===== src/rtl/hpm_mcycle_ctr.sv =====
// Machine-mode cycle counter (mcycle/mcycleh) with mcountinhibit.CY hold and 64-bit wrap pulse.
// Define HPM_MCYCLE_WR_EN to add the CSR write ports (wr_lo, wr_hi, wr_data).
module hpm_mcycle_ctr #(
  parameter logic [63:0] RESET_VALUE = 64'd0
) (
  input  logic        clk,
  input  logic        rst_n,
  input  logic        inhibit,
`ifdef HPM_MCYCLE_WR_EN
  input  logic        wr_lo,
  input  logic        wr_hi,
  input  logic [31:0] wr_data,
`endif
  output logic [31:0] clk_cnt,
  output logic [31:0] clk_cnt_h,
  output logic        ovf
);

  logic [63:0] cnt_q;
  logic [63:0] cnt_d;
  logic        ovf_q;
  logic        ovf_d;
  logic [64:0] inc_sum;

  // Next-state: write beats inhibit beats increment; only a full 64-bit carry-out pulses ovf.
  always_comb begin
    cnt_d   = cnt_q;
    ovf_d   = 1'b0;
    inc_sum = {1'b0, cnt_q} + 65'd1;
`ifdef HPM_MCYCLE_WR_EN
    if (wr_lo || wr_hi) begin
      if (wr_lo) begin
        cnt_d[31:0] = wr_data;
      end else begin
        cnt_d[31:0] = cnt_q[31:0];
      end
      if (wr_hi) begin
        cnt_d[63:32] = wr_data;
      end else begin
        cnt_d[63:32] = cnt_q[63:32];
      end
    end else
`endif
    if (inhibit) begin
      cnt_d = cnt_q;
    end else begin
      cnt_d = inc_sum[63:0];
      ovf_d = inc_sum[64];
    end
  end

  // State register with synchronous active-low reset overriding all other inputs.
  always_ff @(posedge clk) begin
    if (!rst_n) begin
      cnt_q <= RESET_VALUE;
      ovf_q <= 1'b0;
    end else begin
      cnt_q <= cnt_d;
      ovf_q <= ovf_d;
    end
  end

  assign clk_cnt   = cnt_q[31:0];
  assign clk_cnt_h = cnt_q[63:32];
  assign ovf       = ovf_q;

endmodule


===== config.mk =====
export PLATFORM = sky130hd
export DESIGN_NAME = hpm_mcycle_ctr
export DESIGN_NICKNAME = d
export VERILOG_FILES = /design/src/rtl/hpm_mcycle_ctr.sv
export SDC_FILE = /design/constraint.sdc
export NUM_CORES = 1
export LEC_CHECK = 0
export CORE_MARGIN = 2
export CORE_UTILIZATION = 34
export DETAILED_ROUTE_END_ITERATION = 7
export GPL_TIMING_DRIVEN = 0
export SYNTH_ARGS = -nofsm -noshare
export SYNTH_HDL_FRONTEND = slang
export SYNTH_SLANG_ARGS = --single-unit

===== constraint.sdc =====
create_clock -name clk -period 2.6 [get_ports clk]
set_clock_uncertainty 0.1 [all_clocks]
set_input_delay 0.39 -clock clk [delete_from_list [all_inputs] [get_ports clk]]
set_output_delay 0.39 -clock clk [all_outputs]
set_load 0.005 [all_outputs]

-- Word level (Yosys, flattened, before mapping)
Cells that the tools add are included.
- reduce and logical (&&, ||, !) cells: 1
- add/subtract/negate cells: 1
- bitwise gates (word level): 1
- operators by type and width (cell ; count):
    $add 64x1->65 const B ; 1
    $reduce_or 2->1 ; 1
    $not 1->1 ; 1
- bits in registers: 65

-- Logic depth before layout (Yosys ltp)
Gate-level depths: netlist (run 1).
- depth in word-level cells: 2
- depth in mapped cells: 7
- depth with buffers taken out: 6

-- Worst setup path after synthesis (run 1)
No wires, ideal clock.
- kind: reg-to-reg
- start point: register cnt_q[0]
- end point: register cnt_q[42]
- clock period less this slack: 2.074 ns
- setup slack: 0.526 ns
- arrival time: 1.915 ns
- data required time: 2.441 ns
- setup time: 0.059 ns
- cell stages (with the launch flop): 8
- cell sequence: dfxtp_1 ha_1 nand3_1 nor3_2 nand4_2 buf_6 or4_1 nand2_1
- longest elaborated chain between the ends: 1
- ends and longest elaborated chain (what ; line ; RTL):
    from (decl) ; 19 ; logic [63:0] cnt_q;
    from (signal assigned) ; 58 ; cnt_q <= cnt_d;
    $add 64x1->65 ; 29 ; inc_sum = {1'b0, cnt_q} + 65'd1;
No other way between the ends.
A chain may end at the register's enable or synchronous reset.

==> results.sh, run 1 <==
export IMPL_grt_pass1_wl_um=14200
export IMPL_placed_area_sq_mm=0.00399
export IMPL_yosys_most_used_dff="dfxtp_1"
export IMPL_p_leak_nw=1.40
export IMPL_grt_max_degree=12
export IMPL_setup_viol=0
export IMPL_rsz0062_at_grt="no"
export IMPL_p_seq_share_pct=52.5
export IMPL_crit_family="simple AND/OR/NAND/NOR gates"
export IMPL_ant_nets=0
export IMPL_floorplan_rows=35
export IMPL_holdBufCountCts=0
export IMPL_synth_seq_cells=65
export IMPL_num_fill_cells=943
export IMPL_hold_class="in -> reg"
export IMPL_synthTopCellsByArea="dfxtp_1, xor2_1, nor2_1, nand4_1, nand3_1"
export IMPL_clkPwrFrac_pct=45.4
export IMPL_port_buffer_count=66
export IMPL_final_hold_viol_count=0
export IMPL_cap_violations=0
export IMPL_first_iter_violations=179
export IMPL_htreeDepth=3
export IMPL_syn_area_per_cell_sq_um=8.30
export IMPL_tightest_slew_ns=0.921
export IMPL_p_sw_share_pct=23.0
export IMPL_drc=0
export IMPL_die_area_sq_mm=0.0102
export IMPL_finalCritPeriodShare_pct=91.6
export IMPL_cts_sinks=65
export IMPL_worstSetupPathType="in -> reg"
export IMPL_ys_seq_area_share_pct=40.7
export IMPL_antenna_cells=0
export IMPL_area_delta_synth_final_pct=32.2
export IMPL_insertion_delay_ns=0.35
export IMPL_cts_max_path_buffers=2
export IMPL_synth_top_area_share_pct=40.7
export IMPL_critPathCaptureType="flip-flop"
export IMPL_ir_drop_mv=0.269
export IMPL_antenna_found_initial=0
export IMPL_cts_tree="built"
export IMPL_status="finished, final reports clean"
export IMPL_critPathBufInv=2
export IMPL_fin_area_sq_mm=0.00422
export IMPL_cp_cell_sequence="clkdlybuf4s50_1 -> nand4b_4 -> nor4_4 -> nand4_2 -> buf_2 -> or3_1 -> a21oi_1"
export IMPL_comb_power_share_pct=2.1
export IMPL_r2r_slack_ns=0.24
export IMPL_internal_power_mw=1.47
export IMPL_cpMaxStageDelayCell="clkdlybuf4s50_1"
export IMPL_slew_violations=0
export IMPL_max_freq_ghz=0.420
export IMPL_power_switching_mw=0.440
export IMPL_grt_total_usage_pct=17.6
export IMPL_wire_per_inst_um=15.1
export IMPL_syn_area_sq_mm=0.00319
export IMPL_critPathMaxStageDelay_ns=0.51
export IMPL_ys_warnings_count=0
export IMPL_netlist_instances=385
export IMPL_max_slew_margin_rel_pct=38.1
export IMPL_min_period_ns=2.38
export IMPL_die_h_um=101
export IMPL_routed_wl_um=8730
export IMPL_grt_pass1_vias=2869
export IMPL_ioPinCount=68
export IMPL_crit_fanout=10
export IMPL_synth_largest_area_cell="dfxtp_1"
export IMPL_vias_per_cell=5.44
export IMPL_worstPathRequired_ns=2.78
export IMPL_dr_pass1_iters=4
export IMPL_dieWidth_um=101
export IMPL_worstSetupStartpointType="input port"
export IMPL_grt_overflow=0
export IMPL_cts_root_buf="clkbuf_8"
export IMPL_start_util_pct=34.7
export IMPL_ys_types=33
export IMPL_nets=468
export IMPL_synthesis_nets=389
export IMPL_gp_congestion=0.837
export IMPL_cp_arrival_ns=2.56
export IMPL_powerDensity_mw_per_mm2=453
export IMPL_clk_pin_slew_ns=0.07
export IMPL_drive_gt1_share_pct=6.82
export IMPL_num_vias=3156
export IMPL_core_sq_mm=0.00920
export IMPL_whs_ns=0.373
export IMPL_synth_async_reset_ratio_pct=0
export IMPL_hpwl_um=6340
export IMPL_numCtsBuffers=9
export IMPL_synth_edff_count=0
[cell families after synthesis]
| group | share of synthesized area [%] |
|---|---|
| AO/OA/AOI/OAI | 9.01 |
| XOR/XNOR | 9.60 |
| adder cells (fa/ha/maj) | 0.392 |
| buffers and inverters | 2.62 |
| flip-flops | 40.7 |
| multiplexers | 0.627 |
| AND/OR/NAND/NOR | 37.0 |
[layout by cell type, fill, tap and decap left out, types with 7 or more instances in the layout]
cell type / count
dfxtp_1: 65
o21ai_0: 17
nor2_1: 47
nand2_1: 28
xor2_1: 22
o31ai_1: 7
or4_1: 10
clkdlybuf4s50_1: 66
clkbuf_1: 9
a21oi_1: 24
nor3_1: 9
nor4_1: 9
nand3_1: 32
xnor2_1: 13
inv_1: 7
nand4_1: 26
clkbuf_8: 10
and3_1: 9
or3_1: 21
[stage by stage]
step	TNS, ns	instances	util (%)	setup slack, ns	power (mW)
after detailed placement	-4.42	562	43.4	-0.280	1.07
after floorplan	0	385	-	0.526	1.05
after global placement	-3.26	562	43.4	-0.259	1.07
after global routing	0	580	45.9	0.0397	1.99
after CTS	0	578	45.6	0.0856	1.93
final	0	580	45.9	0.219	1.91
[worst paths after layout]
kind	depth (start not counted)	start	endpoint
worst max-delay path	7	inhibit	cnt_q[39]$_SDFFE_PN0N_
worst min-delay path	2	rst_n	cnt_q[36]$_SDFFE_PN0N_
worst min register to register	2	cnt_q[63]$_SDFFE_PN0N_	ovf$_SDFF_PP0_
worst max register to register	6	cnt_q[19]$_SDFFE_PN0N_	cnt_q[39]$_SDFFE_PN0N_
[Yosys cell counts, drive strengths merged (3+ instances only)]
master	instances
a21oi	24
and3	9
and4	3
buf	3
clkbuf	9
dfxtp	65
inv	7
nand2	28
nand3	32
nand4	31
nor2	47
nor3	12
nor4	12
o21ai	17
o31ai	7
or3	21
or4	10
xnor2	13
xor2	22
[layer usage]
layer	global-route usage, %	share of wire, %	up-vias
met5	0	0	-
met4	6.76	1.2	0
met3	3.95	5.6	7
met2	28.1	48	82
met1	23.1	46	1494
li1	-	-	1573
[state kept, by name, indices dropped and copies added (netlist names)]
register  count
cnt_q        64
ovf           1
[area by class of cell]
class / instances / area (sq um) / area share [%]
clock inverters: 6 / 57.6 / 1.36
multi-input cells: 300 / 1830 / 43.3
flip-flops and latches: 65 / 1300 / 30.8
well taps: 111 / 139 / 3.29
repair buffers: 68 / 676 / 16.0
inverters: 8 / 30.0 / 0.711
clock buffers: 10 / 138 / 3.26
plain buffers: 12 / 53.8 / 1.27
[repair_timing]
action | CTS | global route
setup endpoints to repair | 0 | 8
resized for setup | 0 | 3
setup buffers | 0 | 2
[power groups by stage]
stage          logic [mW]  registers, mW  clock network (mW)
6_report           0.0406           1.00               0.869
5_1_grt            0.0457           1.01               0.941
4_1_cts            0.0417           1.00               0.888
3_5_place_dp       0.0415           1.03                   0
3_3_place_gp       0.0404           1.03                   0
2_1_floorplan      0.0219           1.03                   0
Power figures use the tool's default switching activity.
==> run 2, diff against run 1 <==
- HOLD_SLACK_MARGIN: not set -> 0.02
==> results of run 2 <==
The final DEF is identical to that of run 1; final timing and power are the same.
==> patch 1 (settings of run 1) <==
The option `HPM_MCYCLE_WR_EN` is turned on by a define.
--- a/src/rtl/hpm_mcycle_ctr.sv
+++ b/src/rtl/hpm_mcycle_ctr.sv
@@ -1,5 +1,7 @@
 // Machine-mode cycle counter (mcycle/mcycleh) with mcountinhibit.CY hold and 64-bit wrap pulse.
 // Define HPM_MCYCLE_WR_EN to add the CSR write ports (wr_lo, wr_hi, wr_data).
+`define HPM_MCYCLE_WR_EN
+
 module hpm_mcycle_ctr #(
   parameter logic [63:0] RESET_VALUE = 64'd0
 ) (
Ports: changed (added wr_data, wr_hi and wr_lo); port bits go from 68 to 102. The function was not compared with the original's and may differ.
==> patch 1 against run 1 <==
  * Wire length rose by 140%
  * Critical path depth fell by 2
  * Sequential cell count did not move
  * Worst setup slack got worse by 0.21 ns
  * Final area rose by 44%
  * Area after synthesis rose by 34%
  * Power rose by 52%
  * Non-clock buffer count rose by 75
  * Sequential power rose by 19%
  * Critical endpoint is now cnt_q[60]
==> patch 1: results (changes against run 1) <==
[grt]
grt_first_pass_wirelength_mm=31.67  ; +120%
pin_count_of_the_biggest_net_entering_global_routing=11  ; -1
met3_usage=0.07317  ; +0.03364
first_global_vias=5149  ; +79%
met2_usage=0.4764  ; +0.1958
track_usage=0.3165  ; +0.1407

[sta]
whs_ns=0.4173  ; +0.04404 ns
worst_margin_slew_ns=0.9001  ; -0.02139 ns

[synth]
synth_commonest_cells=sky130_fd_sc_hd__dfxtp_1 (65), sky130_fd_sc_hd__nand2_1 (62), sky130_fd_sc_hd__nor2_1 (45)
synth.yosys.seq_area_share=0.3030  ; -0.1043
leading_cell_types_by_total_area_after_synthesis=sky130_fd_sc_hd__dfxtp_1 (30%), sky130_fd_sc_hd__nand2_1 (5.4%), sky130_fd_sc_hd__nand4_1 (5.0%)
synth_nets=618  ; +59%
post_synthesis_area_per_instance_um2=7.404  ; -11%

[place]
place_hpwl_mm=15.54  ; +150%
postPlaceCellArea_um2=5500  ; +38%
numPlacedInstances=851  ; +51%
io_buffers=99  ; +50%

[hold_path]
hold_start=cnt_q[63]
holdCritPathClass=flop to flop

[setup_path]
timing_worst_setup_path_type=flop to flop
worstPathMaxFanout=8  ; -2
crit_slowest_cell=sky130_fd_sc_hd__nor4_1
reg2regPathDepth=5  ; -1

[pwr]
leakage_nw=1.958  ; +40%
cellInternalPower_w=0.002028  ; +38%
power.total_w=0.002910  ; +52%
pwr-share-clk=0.404  ; -0.050

[detailed_routing]
detail_route.iter0.violations=805  ; +350%
wl_met2_mm=9.469  ; +130%
met1Wirelength_mm=8.858  ; +120%
met3_length_mm=2.277  ; +370%
wl_per_cell_um=24.09  ; +60%
drt_pre_antenna_iters=5  ; +1

[layout]
n_all_inverters=13  ; +5
fraction_of_area_in_non_clock_buffers=0.2120  ; +0.03928
n_clock_buffer=13  ; +3
regArea_um2=1324  ; +1.7%
num-fill-cells=1290  ; +37%
share_of_final_layout_standard_cells_stronger_than_drive_strength_1=0.1152  ; +0.04694
final_net_count=745  ; +59%

[clock_tree]
cts_root_buf=sky130_fd_sc_hd__clkbuf_16

[run_status]
status=complete, no violations

==> patch 1: repair_timing <==
action	4_1_cts	5_1_grt
gates resized for setup	21	32
setup endpoints to repair	25	36
buffers inserted	6	13
pin swaps	5	9
==> patch 1: per-stage QoR <==
step / setup slack [ns] / utilization
finish: 0.01073 / 0.4876
global route: -0.03855 / 0.4876
CTS: -0.01550 / 0.4733
detailed placement: -0.6078 / 0.4412
global placement: -0.6047 / 0.4412
floorplan: 0.1679 / -
==> patch 1: critical path, delay by kind of cell (launching register included) <==
kind            cells  cell delay [ns]
compound gates      1             0.17
simple gates        3             1.57
buf+inv             1             0.13
flops               1             0.54
==> patch 1: logic make-up after synthesis <==
logic type	share of synthesized area
DFF	0.3030
and+or+nand+nor	0.3622
AOI/OAI and AO/OA	0.2392
muxes	0.01428
adders and majority gates	0.002913
buffers and inverters	0.04575
xor gates and xnor gates	0.03263
==> patch 2 (config.mk and constraints of run 1) <==
Made on the original files. Remove the register `ovf_q`: a continuous assignment takes its place, so the output `ovf` follows one clock earlier.
--- a/src/rtl/hpm_mcycle_ctr.sv
+++ b/src/rtl/hpm_mcycle_ctr.sv
@@ -53,12 +53,12 @@
   always_ff @(posedge clk) begin
     if (!rst_n) begin
       cnt_q <= RESET_VALUE;
-      ovf_q <= 1'b0;
     end else begin
       cnt_q <= cnt_d;
-      ovf_q <= ovf_d;
     end
   end
+
+  assign ovf_q = ovf_d;
 
   assign clk_cnt   = cnt_q[31:0];
   assign clk_cnt_h = cnt_q[63:32];
Function: same outputs for any inputs over 10 cycles, from zero or initial values and one cycle with rst_n low; that may be too few to reach the edited logic, so the function may still have changed.
==> patch 2 against run 1 <==
  * The flow now finishes with violations (setup timing)
  * Worst setup slack worse by 0.22 ns
  * Largest cell class unchanged
  * Count of clock-buffer cells in the layout up 2
  * Sequential cell count down 1
  * Wire length up 1.9%
  * Highest routed layer unchanged
  * Final area up 0.86%
  * Area after synthesis down 1.5%
  * Critical path depth down 1
  * Power down 6.7%
  * Critical path type is now flop to primary output
==> patch 2: results (changes against run 1) <==
[setup_path]
cp_data_arrival_time_ns=2.11  ; -0.45 ns
reg2regPathDepth=7  ; +1
worstPathMaxFanout=7  ; -3

[sta]
setup_slack_ns=-0.0004696  ; -0.2192 ns
setup_violations=1  ; +1

[place]
place.gp.congestion=0.8070  ; -3.5%
place_hpwl_mm=6.253  ; -1.3%

[synth]
synth_commonest_cells=sky130_fd_sc_hd__dfxtp_1 (64), sky130_fd_sc_hd__nor2_1 (41), sky130_fd_sc_hd__nand2_1 (36)
synth_fa_ha_area_frac=0.003978  ; +0.00006076
synth_nets=381  ; -2.1%
post_synth_num_cell_types=45  ; +36%
synth_mux_area_frac=0.02228  ; +0.01601
leading_cell_types_by_total_area_after_synthesis=sky130_fd_sc_hd__dfxtp_1 (41%), sky130_fd_sc_hd__nand4_1 (5.8%), sky130_fd_sc_hd__xor2_1 (5.3%)
synth_compound_gate_area_share=0.09507  ; +0.004978
synthXorXnorAreaFrac=0.07796  ; -0.01800

[pwr]
leakage_nw=1.390  ; -0.40%
ir_drop_uv=224.0  ; -17%

[layout]
share_of_final_layout_standard_cells_stronger_than_drive_strength_1=0.1078  ; +0.03959

[grt]
pin_count_of_the_biggest_net_entering_global_routing=11  ; -1
first_global_vias=2939  ; +2.4%
grt_first_pass_wirelength_mm=14.53  ; +2.4%

[detailed_routing]
vias=3181  ; +0.79%
detail_route.iter0.violations=136  ; -24%

[run_status]
status=finished with violations
violations=setup timing

patch 2: cell count changes in the layout (fill, tap and decap cells not counted), sizes merged, moves of 4 or more:
cell | run 1 | this run
nand2 | 28 | 36
or3 | 21 | 15
nor2 | 47 | 41
nor3 | 12 | 4
buf | 5 | 19
nand3 | 32 | 20
nor4 | 12 | 18
nand2b | 0 | 7
mux2i | 2 | 7
o21bai | 0 | 5
or4 | 10 | 6
xnor2 | 13 | 9
patch 2: worst paths after layout:
| path | startpoint | end | slack [ns] |
|---|---|---|---|
| hold / removal | cnt_q[59] | cnt_q[59] | 0.39 |
| hold reg to reg | cnt_q[59] | cnt_q[59] | 0.39 |
| setup / recovery | cnt_q[11] | ovf | -0.0005 |
| setup reg to reg | cnt_q[28] | cnt_q[55] | 0.30 |
patch 2: cells by family (layout without fill, tap and decap cells):
group / count (synthesis) / count (layout)
buf+inv: 23 / 119
compound gates: 51 / 51
mux: 7 / 7
simple gates: 203 / 203
fa+ha+maj: 1 / 1
xor+xnor: 28 / 28
flops: 64 / 64
patch 2: repair_timing:
action | in CTS | in global routing
setup buffers | 6 | 8
setup endpoints to repair | 1 | 7
endpoints found under the hold margin | 0 | 0
gates cloned | 0 | 0
pin swaps | 1 | 5
gates resized for setup | 12 | 3
patch 2: per-layer routing:
metal | vias up | wire [µm] | track usage
met5 | - | 0 | 0
met4 | 0 | 116 | 0.06533
met3 | 10 | 573 | 0.03412
met2 | 102 | 4178 | 0.2850
met1 | 1503 | 4023 | 0.2481
li1 | 1566 | - | -
patch 2: where the power goes:
part,total [W],switching [W],leakage [nW],internal (W)
Sequential,0.000987,0.00000364,0.517,0.000983
Clock,0.000746,0.000380,0.0862,0.000366
Combinational,0.0000540,0.0000321,0.786,0.0000219
Total,0.00179,0.000415,1.39,0.00137
patch 2: stage by stage:
stage / total power (W) / instance area, µm² / setup WS, ns / std cells / TNS (ns)
2_1_floorplan: 0.001034 / 3146 / 0.4844 / 377 / 0
3_3_place_gp: 0.001056 / 3955 / -0.7126 / 555 / -2.898
3_5_place_dp: 0.001058 / 3955 / -0.7300 / 555 / -3.634
4_1_cts: 0.001796 / 4193 / 0.001381 / 576 / 0
5_1_grt: 0.001853 / 4259 / -0.08650 / 584 / -0.08650
6_report: 0.001787 / 4259 / -0.0004696 / 584 / -0.0004696
patch 2: layout make-up:
class,count,area (µm²)
fillers,911,4850
multi-input cells,290,1782
flip-flops and latches,64,1290
repair buffers,81,775.7
clock buffers,12,145.1
well taps,111,138.9
plain buffers,14,75.07
inverters,9,33.78
clock inverters,3,18.77
patch 2: tightest hold or removal path, delay by kind of cell, from the launching register on:
| family | cells | cell delay (ns) |
|---|---|---|
| flip-flops | 1 | 0.33 |
| AND/OR/NAND/NOR | 1 | 0.06 |
| multiplexers | 1 | 0.05 |
